File: src/rtl/door_access_ctrl.sv
`default_nettype none
// ============================================================================
// Module   : door_access_ctrl
// Purpose  : Sequencing controller for the door security datapath. It collects
//            a four-digit BCD PIN from a switch-selected user and checks it
//            against a fixed code. A match raises the registered success
//            strobe for a fixed open window. Consecutive failures are counted,
//            and reaching the limit starts a lockout window.
// Ports    : clk          - system clock, rising edge
//            reset        - asynchronous active-high reset, clears all state
//            sw[9:0]      - user select, lowest set index wins (sw[0] = user 1)
//            digit[3:0]   - keyed BCD digit (values above 9 ignored)
//            digit_valid  - one-cycle strobe qualifying digit
//            enter        - one-cycle strobe submitting the entry
//            clear        - one-cycle strobe discarding the entry
//            success      - high only while the door is open
//            user_id[3:0] - latched user 1..10, 0 when none
//            locked       - high only during lockout
//            attempts[2:0]- consecutive failures so far
//            digit_count  - digits held in the entry buffer (0..4)
// Config   : DOOR_ENTRY_TIMEOUT_EN - when defined, an idle entry aborts after
//            TIMEOUT_CYCLES cycles and counts as a failed attempt.
// Revision : 1.0 - initial release
// ============================================================================
module door_access_ctrl #(
   parameter logic [15:0] PIN            = 16'h1234,
   parameter int unsigned MAX_TRIES      = 3,
   parameter int unsigned OPEN_CYCLES    = 50_000_000,
   parameter int unsigned LOCK_CYCLES    = 500_000_000,
   parameter int unsigned TIMEOUT_CYCLES = 250_000_000
) (
   input  logic       clk,
   input  logic       reset,
   input  logic [9:0] sw,
   input  logic [3:0] digit,
   input  logic       digit_valid,
   input  logic       enter,
   input  logic       clear,
   output logic       success,
   output logic [3:0] user_id,
   output logic       locked,
   output logic [2:0] attempts,
   output logic [2:0] digit_count
);

   // The shared window counter is sized for every window, timeout included,
   // so its width does not depend on whether the timeout feature is built.
   localparam int unsigned C_MAX_OL  = (OPEN_CYCLES > LOCK_CYCLES) ? OPEN_CYCLES : LOCK_CYCLES;
   localparam int unsigned C_CNT_MAX = (C_MAX_OL > TIMEOUT_CYCLES) ? C_MAX_OL : TIMEOUT_CYCLES;
   localparam int unsigned C_CW      = $clog2(C_CNT_MAX + 1);

   localparam logic [C_CW-1:0] C_OPEN_LOAD = C_CW'(OPEN_CYCLES - 1);
   localparam logic [C_CW-1:0] C_LOCK_LOAD = C_CW'(LOCK_CYCLES - 1);
`ifdef DOOR_ENTRY_TIMEOUT_EN
   localparam logic [C_CW-1:0] C_TO_LOAD   = C_CW'(TIMEOUT_CYCLES - 1);
`endif
   localparam logic [2:0]      C_MAX_TRIES = 3'(MAX_TRIES);

   typedef enum logic [2:0] {
      S_IDLE    = 3'd0,
      S_ENTRY   = 3'd1,
      S_CHECK   = 3'd2,
      S_OPEN    = 3'd3,
      S_LOCKOUT = 3'd4
   } state_t;

   state_t          state_q;
   logic [15:0]     pin_buf_q;
   logic [2:0]      digit_count_q;
   logic [3:0]      user_id_q;
   logic [2:0]      attempts_q;
   logic            success_q;
   logic            locked_q;
   logic [C_CW-1:0] cnt_q;

   logic [3:0]      w_user;
   logic            w_digit_ok;
   logic [2:0]      w_att_inc;
   logic            w_match;

   // Priority encoder: scanning downward lets the lowest set index win.
   always_comb begin
      w_user = 4'd0;
      for (int i = 9; i >= 0; i--) begin
         if (sw[i]) w_user = 4'(i + 1);
      end
   end

   assign w_digit_ok = digit_valid && (digit <= 4'd9);
   assign w_att_inc  = (attempts_q >= C_MAX_TRIES) ? attempts_q : attempts_q + 3'd1;
   assign w_match    = (digit_count_q == 3'd4) && (pin_buf_q == PIN);

   always_ff @(posedge clk or posedge reset) begin
      if (reset) begin
         state_q       <= S_IDLE;
         pin_buf_q     <= 16'h0000;
         digit_count_q <= 3'd0;
         user_id_q     <= 4'd0;
         attempts_q    <= 3'd0;
         success_q     <= 1'b0;
         locked_q      <= 1'b0;
         cnt_q         <= '0;
      end else begin
         case (state_q)
            S_IDLE: begin
               if (w_digit_ok && (w_user != 4'd0)) begin
                  user_id_q     <= w_user;
                  pin_buf_q     <= {pin_buf_q[11:0], digit};
                  digit_count_q <= 3'd1;
                  state_q       <= S_ENTRY;
`ifdef DOOR_ENTRY_TIMEOUT_EN
                  cnt_q         <= C_TO_LOAD;
`endif
               end
            end

            S_ENTRY: begin
               if (clear) begin
                  pin_buf_q     <= 16'h0000;
                  digit_count_q <= 3'd0;
                  user_id_q     <= 4'd0;
                  state_q       <= S_IDLE;
               end else if (enter) begin
                  state_q <= S_CHECK;
               end else if (w_digit_ok && (digit_count_q < 3'd4)) begin
                  pin_buf_q     <= {pin_buf_q[11:0], digit};
                  digit_count_q <= digit_count_q + 3'd1;
`ifdef DOOR_ENTRY_TIMEOUT_EN
                  cnt_q         <= C_TO_LOAD;
`endif
               end
`ifdef DOOR_ENTRY_TIMEOUT_EN
               // Idle entry expired: handled exactly like a failed check.
               else if (cnt_q == '0) begin
                  pin_buf_q     <= 16'h0000;
                  digit_count_q <= 3'd0;
                  user_id_q     <= 4'd0;
                  attempts_q    <= w_att_inc;
                  if (w_att_inc == C_MAX_TRIES) begin
                     locked_q <= 1'b1;
                     cnt_q    <= C_LOCK_LOAD;
                     state_q  <= S_LOCKOUT;
                  end else begin
                     state_q  <= S_IDLE;
                  end
               end else begin
                  cnt_q <= cnt_q - 1'b1;
               end
`endif
            end

            S_CHECK: begin
               // The entered code is not kept once it has been judged.
               pin_buf_q     <= 16'h0000;
               digit_count_q <= 3'd0;
               if (w_match) begin
                  attempts_q <= 3'd0;
                  success_q  <= 1'b1;
                  cnt_q      <= C_OPEN_LOAD;
                  state_q    <= S_OPEN;
               end else begin
                  user_id_q  <= 4'd0;
                  attempts_q <= w_att_inc;
                  if (w_att_inc == C_MAX_TRIES) begin
                     locked_q <= 1'b1;
                     cnt_q    <= C_LOCK_LOAD;
                     state_q  <= S_LOCKOUT;
                  end else begin
                     state_q  <= S_IDLE;
                  end
               end
            end

            // Counter is loaded with N-1 so the window lasts exactly N cycles.
            S_OPEN: begin
               if (cnt_q == '0) begin
                  success_q <= 1'b0;
                  user_id_q <= 4'd0;
                  state_q   <= S_IDLE;
               end else begin
                  cnt_q <= cnt_q - 1'b1;
               end
            end

            S_LOCKOUT: begin
               if (cnt_q == '0) begin
                  locked_q   <= 1'b0;
                  attempts_q <= 3'd0;
                  state_q    <= S_IDLE;
               end else begin
                  cnt_q <= cnt_q - 1'b1;
               end
            end

            default: state_q <= S_IDLE;
         endcase
      end
   end

   assign success     = success_q;
   assign user_id     = user_id_q;
   assign locked      = locked_q;
   assign attempts    = attempts_q;
   assign digit_count = digit_count_q;

endmodule
`default_nettype wire
File: config.mk
export PLATFORM = sky130hd
export DESIGN_NAME = door_access_ctrl
export DESIGN_NICKNAME = d
export VERILOG_FILES = /design/src/rtl/door_access_ctrl.sv
export SDC_FILE = /design/constraint.sdc
export NUM_CORES = 1
export LEC_CHECK = 0
export CAP_MARGIN = 10
export CORE_MARGIN = 5
export CORE_UTILIZATION = 45
export DETAILED_ROUTE_END_ITERATION = 16
export PLACE_DENSITY = 0.71
export SYNTH_ARGS = -nofsm -noshare
export SYNTH_HDL_FRONTEND = slang
export SYNTH_SLANG_ARGS = --single-unit
File: constraint.sdc
create_clock -name clk -period 2.68 [get_ports clk]
set_input_delay 0.536 -clock clk [delete_from_list [all_inputs] [get_ports clk]]
set_output_delay 0.536 -clock clk [all_outputs]
set_load 0.01 [all_outputs]
=== Word-level counts from Yosys, hierarchy flattened ===
Cells that the tools add are included.
Widths: inputs -> output; s select.

* Bits in registers: 60
* Word-level logic and storage cells: 98
* Bits of input ports: 19
* Output and inout bits: 12

* Add/subtract/negate cells: 3
* Equality and inequality tests: 20
* Multiplexer cells: 44
* Reduce and logical (&&, ||, !) cells: 20
* Magnitude comparators: 3

{| class="wikitable"
|+ Operator list
! operator !! count
|-
| $mux 29 || 3
|-
| $mux 16 || 4
|-
| $pmux 29 s2 || 1
|-
| $mux 4 || 14
|-
| $pmux 16 s3 || 1
|-
| $mux 3 || 11
|-
| $logic_not 29->1 || 1
|-
| $sub 29x1->29 const B || 1
|-
| $eq 16x13->1 const B || 1
|-
| $ne 2x2->1 const B || 8
|-
| $pmux 4 s4 || 1
|-
| $ne 3x3->1 const B || 4
|-
| $pmux 3 s4 || 1
|-
| $eq 3x2->1 const B || 3
|-
| $pmux 3 s3 || 1
|-
| $reduce_and 3->1 || 3
|-
| $reduce_and 4->1 || 2
|-
| $reduce_bool 4->1 || 2
|-
| $add 3x1->3 const B || 2
|-
| $eq 3x3->1 const B || 2
|-
| $pmux 3 s2 || 1
|-
| $reduce_bool 2->1 || 3
|-
| $reduce_and 5->1 || 1
|-
| $le 4x4->1 const B || 1
|-
| 11 further kinds || 18
|}

=== Logic depth before layout (Yosys ltp) ===
Gate-level depths: netlist of the first run.

* Word-level depth: 14
* Depth in mapped cells: 11
* Mapped depth without buffers: 8

=== Worst setup path before layout of the first run ===
No wires, ideal clock.

* Path kind: reg2reg
* From: register cnt_q[0]
* To: register user_id_q[1], in the netlist user_id[1]
* Data arrival time: 2.389 ns
* Stages on the path, launching flop included: 10
* Path buffers: 1
* Period minus slack after synthesis: 2.514 ns
* Required time: 2.555 ns
* Library setup time: 0.125 ns
* Setup slack: 0.166 ns
* Path through: dfrtp_1 -> inv_1 -> ha_1 -> or4b_1 -> buf_2 -> nor3_4 -> and3_2 -> nor2_1 -> nor4_4 -> mux2_2

* Cells in the longest elaborated chain, start to end: 3

{| class="wikitable"
|+ Ends and longest elaborated chain
! item !! RTL line !! source
|-
| start, declared || 74 || <nowiki>logic [C_CW-1:0] cnt_q;</nowiki>
|-
| start signal, assigned || 181 || <nowiki>cnt_q <= cnt_q - 1'b1;</nowiki>
|-
| start signal, assigned || 191 || <nowiki>cnt_q <= cnt_q - 1'b1;</nowiki>
|-
| $logic_not 29->1 || 176 || <nowiki>if (cnt_q == '0) begin</nowiki>
|-
| $ne 2x2->1 (no source line) || - ||
|-
| $reduce_and 5->1 (no source line) || - ||
|-
| end signal, assigned || 107 || <nowiki>user_id_q <= w_user;</nowiki>
|-
| end, declared || 70 || <nowiki>logic [3:0] user_id_q;</nowiki>
|}

Every way passes these cells.
A chain may end at the register's enable or synchronous reset.

=== Worst setup path after layout of the first run ===
* From: register cnt_q[24]
* To: register user_id_q[1], in the netlist user_id[1]

Same word-level chain as after synthesis.

==> results.json, run 1 <==
{
  "r2r_slack_ns": 0.14,
  "port_buffers": 30,
  "grt_pass1_wl_mm": 14.4,
  "core-area_um2": 7690,
  "path_delay_family": "simple AND/OR/NAND/NOR gates",
  "dp_hpwl_mm": 6.01,
  "criticalPathCategory": "reg2reg",
  "cts_buffers": 9,
  "finalCoreUtilization": 0.559,
  "drtIter0Drc": 183,
  "drive_above_1_share": 0.139,
  "seq_area_frac_synth": 0.425,
  "fin_ws_ns": 0.135,
  "synth-edff-count": 0,
  "setup-violations-final": 0,
  "clock_latency_ns": 0.34,
  "htree_levels": 3,
  "synth_area_leaders": "dfrtp_1, mux2i_1, nand2_1",
  "synth_top_area_share": 0.425,
  "track_usage": 0.177,
  "crit_chain": "or4_1, nor4b_4, and3_2, nor2_1, nor4_4, mux2_2",
  "place.gp.congestion": 0.835,
  "cap_violations": 0,
  "worst_ep_required_time_ns": 2.90,
  "synth_nets": 425,
  "place_area_um2": 4120,
  "synth_area_um2": 3540,
  "worstMarginPinSlew_ns": 0.811,
  "final_area_um2": 4300,
  "die_w_um": 98.6,
  "synth_area_per_cell_um2": 8.82,
  "cts.path.max_buffers": 2,
  "crit_start": "cnt_q[24]$_DFFE_PP0P_",
  "pin_count": 31,
  "ant_nets": 0,
  "drc": 0,
  "async_flop_share": 1.00,
  "crit_path_max_incr_delay_ns": 0.60,
  "grt_overflow": 0,
  "p_sw_frac": 0.418,
  "worstSetupEndpointType": "register",
  "rows": 32,
  "critPathSlowestCell": "or4_1",
  "yosysMostFrequentCell": "dfrtp_1",
  "synth_cell_types": 58,
  "die_y_um": 98.6,
  "netlist_top_cells_count": "dfrtp_1, nand2_1, nor2_1",
  "yosysTopAreaCell": "dfrtp_1",
  "grt_pass1_vias": 3198,
  "power.switching_w": 0.00189,
  "cts_sinks": 60,
  "nets": 479,
  "die-area_um2": 9730,
  "finalHoldViolations": 0,
  "cp_max_fo": 6,
  "crit_end": "user_id[1]$_DFFE_PP0P_",
  "period_minus_slack_ns": 2.54,
  "antenna_found_initial": 0,
  "drt_wl_total_mm": 8.24,
  "min_period_over_period": 0.950,
  "ctsHoldBuffers": 0,
  "dpl.cell_count": 546,
  "startpoint_type": "register",
  "dr.pass1.iters": 4,
  "grt_setup_unrepaired": "false",
  "outcome": "completed",
  "path_buf_inv": 0,
  "min_path_type": "reg2reg",
  "finalSetupTns_ns": 0,
  "synthCells": 401,
  "vias": 3195,
  "maxSlewHeadroom": 0.458,
  "power.leakage_nw": 1.81,
  "power_frac_comb": 0.492,
  "arrival_ns": 2.77,
  "clockRootBuffer": "clkbuf_8",
  "max_freq_mhz": 393,
  "pwr-share-seq": 0.349,
  "ys.warnings.count": 0,
  "p_per_area_nw_per_um2": 1050,
  "pwr-share-clk": 0.159,
  "wl_per_cell_um": 14.7,
  "vdd_drop_max_mv": 0.643,
  "reg2regPathDepth": 6,
  "critical_path_cell_count": 6,
  "grt_max_degree": 31,
  "synth-main-ff-cell": "dfrtp_1",
  "via_per_inst": 5.69,
  "cts_tree": "yes",
  "instances_no_fill": 562,
  "antenna_cells": 0,
  "p_int_w": 0.00263,
  "reg2reg_from": "cnt_q[24]$_DFFE_PP0P_",
  "slew_viol_final": 0,
  "start_util": 0.460,
  "clk_pin_slew_ns": 0.07,
  "rr_endpoint": "user_id[1]$_DFFE_PP0P_",
  "skew_ns": 0.00956,
  "pre_cts_ws_ns": -0.113,
  "areaGrowthSynthToFinish_pct": 21.5,
  "synth_seq_cells": 60
}
## sequential cells by signal, summed over array words and instances (netlist names)
| name | count |
|---|---|
| pin_buf_q | 16 |
| attempts | 3 |
| cnt_q | 29 |
| user_id | 4 |
| digit_count | 3 |
| locked | 1 |
| state_q | 3 |
| success | 1 |
## how the worst min path moves through the flow
stage,startpoint,to,slack (ns),depth (start not counted)
3_5_place_dp,cnt_q[19]$_DFFE_PP0P_,cnt_q[19]$_DFFE_PP0P_,0.48,1
2_1_floorplan,cnt_q[19]$_DFFE_PP0P_,cnt_q[19]$_DFFE_PP0P_,0.45,1
4_1_cts,cnt_q[19]$_DFFE_PP0P_,cnt_q[19]$_DFFE_PP0P_,0.49,1
5_1_grt,user_id[3]$_DFFE_PP0P_,user_id[3]$_DFFE_PP0P_,0.53,1
3_3_place_gp,cnt_q[0]$_DFFE_PP0P_,cnt_q[0]$_DFFE_PP0P_,0.48,1
6_report,cnt_q[0]$_DFFE_PP0P_,cnt_q[0]$_DFFE_PP0P_,0.50,1
## cell usage in the layout (no fill, tap or decap), drive strengths merged, types with 3 or more instances in the layout
cell	netlist	routed
dfrtp	60	60
nand2	42	42
nor2	38	38
clkdlybuf4s50	0	30
buf	8	30
a21oi	28	28
inv	28	28
o21ai	27	27
mux2i	17	17
nor3	14	14
nand3	12	12
clkbuf	9	12
nor4	11	11
a31oi	10	10
o31ai	9	9
or4	8	8
nand2b	8	8
or3	8	8
o21a	7	7
ha	5	5
nor4b	5	5
o22a	4	4
or2	3	3
a2bb2oi	3	3
nor2b	3	3
mux2	3	3
and3	3	3
## logic make-up (layout without fill, tap and decap cells)
| group | count (synthesis) | count (layout) | synth area share |
|---|---|---|---|
| multiplexers | 20 | 20 | 0.0577 |
| AO/OA/AOI/OAI | 105 | 105 | 0.188 |
| AND/OR/NAND/NOR | 165 | 165 | 0.256 |
| adder cells (fa/ha/maj) | 5 | 5 | 0.0177 |
| buffers and inverters | 45 | 104 | 0.0538 |
| XOR/XNOR | 1 | 1 | 0.00248 |
| flip-flops | 60 | 60 | 0.425 |
## metrics by stage
step           total power, W  hold WS (ns)
4_1_cts               0.00454         0.495
3_5_place_dp          0.00380         0.485
5_1_grt               0.00489         0.529
2_1_floorplan         0.00309         0.454
6_report              0.00451         0.497
3_3_place_gp          0.00373         0.478
## routing by layer
layer  GRT usage  share of wire  vias up
li1            -              -     1573
met1       0.223           0.47     1565
met4      0.0473         0.0080        0
met2       0.303           0.49       49
met3      0.0467          0.029        8
met5           0              0        -
## timing repair
| item | in CTS | in global routing |
|---|---|---|
| buffers inserted | 0 | 0 |
| setup endpoints to repair | 0 | 1 |
| resized for setup | 0 | 1 |
## power by group through the flow
stage               Clock (W)  Combinational (W)  Sequential (W)
floorplan                   0            0.00156         0.00153
global placement            0            0.00216         0.00157
detailed placement          0            0.00221         0.00159
CTS                  0.000737            0.00223         0.00157
global route         0.000779            0.00248         0.00163
finish               0.000718            0.00222         0.00158
## area by class of cell
cell class,instances,area (um^2)
clock inverter,4,25.0
clock buffer,12,145
fill,701,3390
multi-input combinational,296,1860
tap,102,128
inverter,28,105
timing repair buffer,60,538
sequential,60,1500
No activity file was read; power rests on OpenSTA's default activity.
==> run 2: changes to the inputs <==
--- a/config.mk
+++ b/config.mk
@@ -10,6 +10,7 @@
 export CORE_UTILIZATION = 45
 export DETAILED_ROUTE_END_ITERATION = 16
 export PLACE_DENSITY = 0.71
+export RECOVER_POWER = 100
 export SYNTH_ARGS = -nofsm -noshare
 export SYNTH_HDL_FRONTEND = slang
 export SYNTH_SLANG_ARGS = --single-unit
==> run 2 against run 1 <==
  * Die area unchanged
  * Utilization down 0.24 points
  * Hold slack about the same
  * Highest routed layer unchanged
  * Clock power about the same
  * Combinational power about the same
  * Setup slack about the same
  * Register-to-register slack about the same
  * First-iteration DRC count up 15%
==> results.json, run 2 (same netlist as run 1, synthesis figures left out) <==
{
  "setup-violations-final": 0,
  "drive_above_1_share": 0.130,
  "drc": 0,
  "antenna_found_initial": 0,
  "skew_ns": 0.0104,
  "dpl.cell_count": 546,
  "grt_pass1_vias": 3198,
  "cts_tree": "yes",
  "period_minus_slack_ns": 2.55,
  "place.gp.congestion": 0.835,
  "cts_sinks": 60,
  "nets": 479,
  "crit_chain": "or4_1, nor4b_4, and3_2, nor2_1, nor4_4, mux2_2",
  "cp_max_fo": 6,
  "crit_path_max_incr_delay_ns": 0.61,
  "max_freq_mhz": 393,
  "grt_max_degree": 31,
  "crit_start": "cnt_q[24]$_DFFE_PP0P_",
  "fill_cells": 706,
  "min_period_over_period": 0.950,
  "p_per_area_nw_per_um2": 1050,
  "ctsHoldBuffers": 0,
  "cap_violations": 0,
  "power.leakage_nw": 1.82,
  "outcome": "completed",
  "core-area_um2": 7690,
  "finalHoldViolations": 0,
  "maxSlewHeadroom": 0.266,
  "startpoint_type": "register",
  "worst_ep_required_time_ns": 2.90,
  "final_cell_mix": "dfrtp_1, nand2_1, nor2_1, inv_1, a21oi_1",
  "drtIter0Drc": 211,
  "grt_overflow": 0,
  "cts.path.max_buffers": 2,
  "path_delay_family": "simple AND/OR/NAND/NOR gates",
  "crit_end": "user_id[2]$_DFFE_PP0P_",
  "wl_per_cell_um": 14.6,
  "grt_setup_unrepaired": "false",
  "pin_count": 31,
  "reg2reg_from": "cnt_q[24]$_DFFE_PP0P_",
  "antenna_cells": 0,
  "start_util": 0.460,
  "instances_no_fill": 562,
  "cts_buffers": 9,
  "critPathSlowestCell": "or4_1",
  "dp_hpwl_mm": 6.01,
  "grt_pass1_wl_mm": 14.4,
  "drt_wl_total_mm": 8.23,
  "r2r_slack_ns": 0.13,
  "path_buf_inv": 0,
  "worstSetupEndpointType": "register",
  "clock_latency_ns": 0.34,
  "htree_levels": 3,
  "ant_nets": 0,
  "criticalPathCategory": "reg2reg",
  "largest_reg_flops": 29,
  "worstMarginPinSlew_ns": 1.10,
  "areaGrowthSynthToFinish_pct": 21.0,
  "rr_endpoint": "user_id[2]$_DFFE_PP0P_",
  "final_common_cell": "dfrtp_1",
  "arrival_ns": 2.77,
  "vias": 3192,
  "min_path_type": "reg2reg",
  "critical_path_cell_count": 6,
  "track_usage": 0.177,
  "reg2regPathDepth": 6,
  "die-area_um2": 9730,
  "slew_viol_final": 0,
  "largest-register": "cnt_q",
  "via_per_inst": 5.68,
  "die_y_um": 98.6,
  "rows": 32,
  "vdd_drop_max_mv": 0.640,
  "finalCoreUtilization": 0.557,
  "port_buffers": 30,
  "clk_pin_slew_ns": 0.07,
  "clockRootBuffer": "clkbuf_8",
  "dr.pass1.iters": 4,
  "die_w_um": 98.6
}
-- run 2: changes by cell type in the layout (fill, tap and decap cells not counted), sizes merged --
cell           change
buf                -6
clkdlybuf4s50     -13
dlygate4sd3       +13
clkbuf             +6
-- run 2: worst register-to-register path: stages (launching register included) --
cell and delay [ns]:
dfrtp_1 0.43, or4_1 0.61, nor4b_4 0.34, and3_2 0.27, nor2_1 0.07, nor4_4 0.34, mux2_2 0.38
-- run 2: timing repair --
item                                    4_1_cts  5_1_grt
setup buffers                                 0        0
endpoints found under the setup margin        0        1
gates resized for setup                       0        1
-- run 2: cell type report --
| cell class | count | area [um^2] | share of cell area |
|---|---|---|---|
| Clock buffer | 12 | 145 | 0.0339 |
| Clock inverter | 4 | 25.0 | 0.00585 |
| Sequential cell | 60 | 1500 | 0.351 |
| Inverter | 28 | 105 | 0.0246 |
| Timing Repair Buffer | 60 | 519 | 0.121 |
| Multi-Input combinational cell | 296 | 1860 | 0.434 |
| Tap cell | 102 | 128 | 0.0298 |
-- run 2: per-stage QoR --
step,total power [W],setup slack [ns],area [um^2],hold WS (ns),TNS (ns)
6_report,0.00448,0.135,4280,0.497,0
5_1_grt,0.00486,0.00426,4280,0.524,0
4_1_cts,0.00454,0.125,4290,0.495,0
3_5_place_dp,0.00380,-0.113,4120,0.485,-1.30
3_3_place_gp,0.00373,-0.0540,4120,0.478,-0.561
2_1_floorplan,0.00309,0.166,3540,0.454,0
-- run 2: worst min-delay path by stage --
stage / from / to / slack [ns] / depth (start not counted)
finish: cnt_q[0]$_DFFE_PP0P_ / cnt_q[0]$_DFFE_PP0P_ / 0.50 / 1
CTS: cnt_q[19]$_DFFE_PP0P_ / cnt_q[19]$_DFFE_PP0P_ / 0.49 / 1
global placement: cnt_q[0]$_DFFE_PP0P_ / cnt_q[0]$_DFFE_PP0P_ / 0.48 / 1
global route: user_id[3]$_DFFE_PP0P_ / user_id[3]$_DFFE_PP0P_ / 0.52 / 1
floorplan: cnt_q[19]$_DFFE_PP0P_ / cnt_q[19]$_DFFE_PP0P_ / 0.45 / 1
detailed placement: cnt_q[19]$_DFFE_PP0P_ / cnt_q[19]$_DFFE_PP0P_ / 0.48 / 1
-- run 2: power breakdown --
part	total, W	switching (W)	internal [W]	leakage, nW
clock	0.000717	0.000359	0.000358	0.0824
sequential	0.00157	0.000323	0.00125	0.710
combinational	0.00219	0.00120	0.000993	1.02
total	0.00448	0.00188	0.00260	1.82
-- run 2: metal layers --
layer  up-vias  share of wire  track usage
li1       1572              -            -
met4         0         0.0080       0.0473
met2        49           0.50        0.303
met3         8          0.032       0.0467
met1      1563           0.46        0.223
met5         -              0            0
==> run 3: changes to the inputs <==
--- a/config.mk
+++ b/config.mk
@@ -9,7 +9,7 @@
 export CORE_MARGIN = 5
 export CORE_UTILIZATION = 45
 export DETAILED_ROUTE_END_ITERATION = 16
-export PLACE_DENSITY = 0.71
+export PLACE_DENSITY = 0.73
 export RECOVER_POWER = 100
 export SYNTH_ARGS = -nofsm -noshare
 export SYNTH_HDL_FRONTEND = slang
==> run 3 against run 2 <==
  * Sequential share of layout area shrank 0.45 points
  * Global-route usage is essentially flat
  * Final cell count up 0.18%
  * Critical path type unchanged
  * Register-to-register slack worse by 0.05 ns
  * Utilization grew 0.72 points
  * Combinational power hardly changed
  * Via count is 0.69% lower
  * Maximum frequency shrank 2.0%
  * First-iteration DRC count up 4.3%
  * Non-clock buffer count up 1
  * Clock power is 29% higher
==> results.json, run 3 (same netlist as run 1, synthesis figures left out) <==
{
  "outcome": "completed",
  "ctsHoldBuffers": 0,
  "vdd_drop_max_mv": 0.664,
  "start_util": 0.460,
  "ff_latch_area_um2": 1500,
  "clockRootBuffer": "clkbuf_8",
  "grt_overflow": 0,
  "finalSetupTns_ns": 0,
  "die_y_um": 98.6,
  "skew_ns": 0.0126,
  "whs_ns": 0.500,
  "wl_met2_mm": 3.96,
  "cap_violations": 0,
  "nets": 480,
  "finalHoldViolations": 0,
  "pin_count": 31,
  "cp_max_fo": 6,
  "drt_wl_total_mm": 8.27,
  "max_freq_mhz": 385,
  "place.gp.congestion": 0.831,
  "met1_length_mm": 3.91,
  "top_layer_used": "met4",
  "startpoint_type": "register",
  "final_cell_mix": "dfrtp_1, nand2_1, nor2_1, inv_1, a21oi_1",
  "grt_pass1_wl_mm": 14.3,
  "drive_above_1_share": 0.139,
  "antenna_cells": 0,
  "htree_levels": 3,
  "wl_per_cell_um": 14.7,
  "p_per_area_nw_per_um2": 1080,
  "drc": 0,
  "multi_input_area_um2": 1860,
  "worst_ep_required_time_ns": 2.90,
  "core-area_um2": 7690,
  "arrival_ns": 2.82,
  "min_path_type": "reg2reg",
  "cts_buffers": 9,
  "largest_reg_flops": 29,
  "power.leakage_nw": 1.84,
  "fill_cells": 694,
  "met3WireLength_um": 330,
  "final_common_cell": "dfrtp_1",
  "via_per_inst": 5.63,
  "maxSlewHeadroom": 0.362,
  "cts.path.max_buffers": 2,
  "worstMarginPinSlew_ns": 0.957,
  "port_buffers": 30,
  "die_w_um": 98.6,
  "vias": 3170,
  "period_minus_slack_ns": 2.60,
  "drtIter0Drc": 220,
  "dp_hpwl_mm": 5.89,
  "min_period_over_period": 0.969,
  "areaGrowthSynthToFinish_pct": 22.6,
  "ant_nets": 0,
  "largest-register": "cnt_q",
  "rows": 32,
  "grt_pass1_vias": 3012,
  "dr.pass1.iters": 4,
  "setup-violations-final": 0,
  "clk_pin_slew_ns": 0.07,
  "grt_max_degree": 38,
  "worstSetupEndpointType": "register",
  "grt_setup_unrepaired": "true",
  "cts_sinks": 60,
  "final_area_um2": 4330,
  "track_usage": 0.177,
  "criticalPathCategory": "reg2reg",
  "antenna_found_initial": 0,
  "place_area_um2": 4120,
  "die-area_um2": 9730,
  "cts_tree": "yes",
  "clock_latency_ns": 0.35,
  "slew_viol_final": 0
}
[run 3: what timing repair did]
item,CTS,global route
endpoints found under the setup margin,0,2
resized for setup,0,1
setup buffers,0,1
[run 3: metal layers]
metal  global-route usage  vias up
met5                    0        -
met4               0.0473        0
met3               0.0354        7
met2                0.283       65
met1                0.247     1526
li1                     -     1572
[run 3: area by class of cell]
class,instances,area share
clock inverters,7,0.0231
inverters,28,0.0242
multi-input cells,296,0.428
repair buffers,61,0.120
well taps,102,0.0294
flip-flops and latches,60,0.346
clock buffers,9,0.0286
[run 3: critical path, stage by stage (launching register included)]
cell and delay, ns:
dfrtp_1 0.41, inv_1 0.07, ha_1 0.15, or4b_1 0.52, nor3_4 0.25, and3_2 0.25
nor2_1 0.07, nor4_4 0.36, mux2_2 0.38
[run 3: power by group]
part / internal, W / switching [W] / leakage, nW
registers: 0.00125 / 0.000320 / 0.710
logic: 0.000978 / 0.00122 / 1.03
clock network: 0.000528 / 0.000400 / 0.102
total: 0.00275 / 0.00194 / 1.84
[run 3: path summary, 6_finish.rpt]
check                                      start                   endpoint  slack [ns]  cells after the start
setup / recovery            cnt_q[0]$_DFFE_PP0P_     user_id[1]$_DFFE_PP0P_        0.08                      8
setup reg to reg            cnt_q[0]$_DFFE_PP0P_     user_id[1]$_DFFE_PP0P_        0.08                      8
hold / removal             cnt_q[19]$_DFFE_PP0P_      cnt_q[19]$_DFFE_PP0P_        0.50                      1
hold reg to reg            cnt_q[19]$_DFFE_PP0P_      cnt_q[19]$_DFFE_PP0P_        0.50                      1
max in group asynchronous                  reset    attempts[2]$_DFFE_PP0P_        0.41                      3
min in group asynchronous                  reset  pin_buf_q[13]$_DFFE_PP0P_        0.81                      2
[run 3: metrics by stage]
stage	std cells	total power, W	setup WS, ns	utilization
after global routing	563	0.00506	-0.00366	0.564
after floorplan	401	0.00309	0.166	-
after CTS	562	0.00471	0.0882	0.565
after detailed placement	546	0.00377	-0.130	0.536
final	563	0.00470	0.0830	0.564
after global placement	546	0.00369	-0.0721	0.536
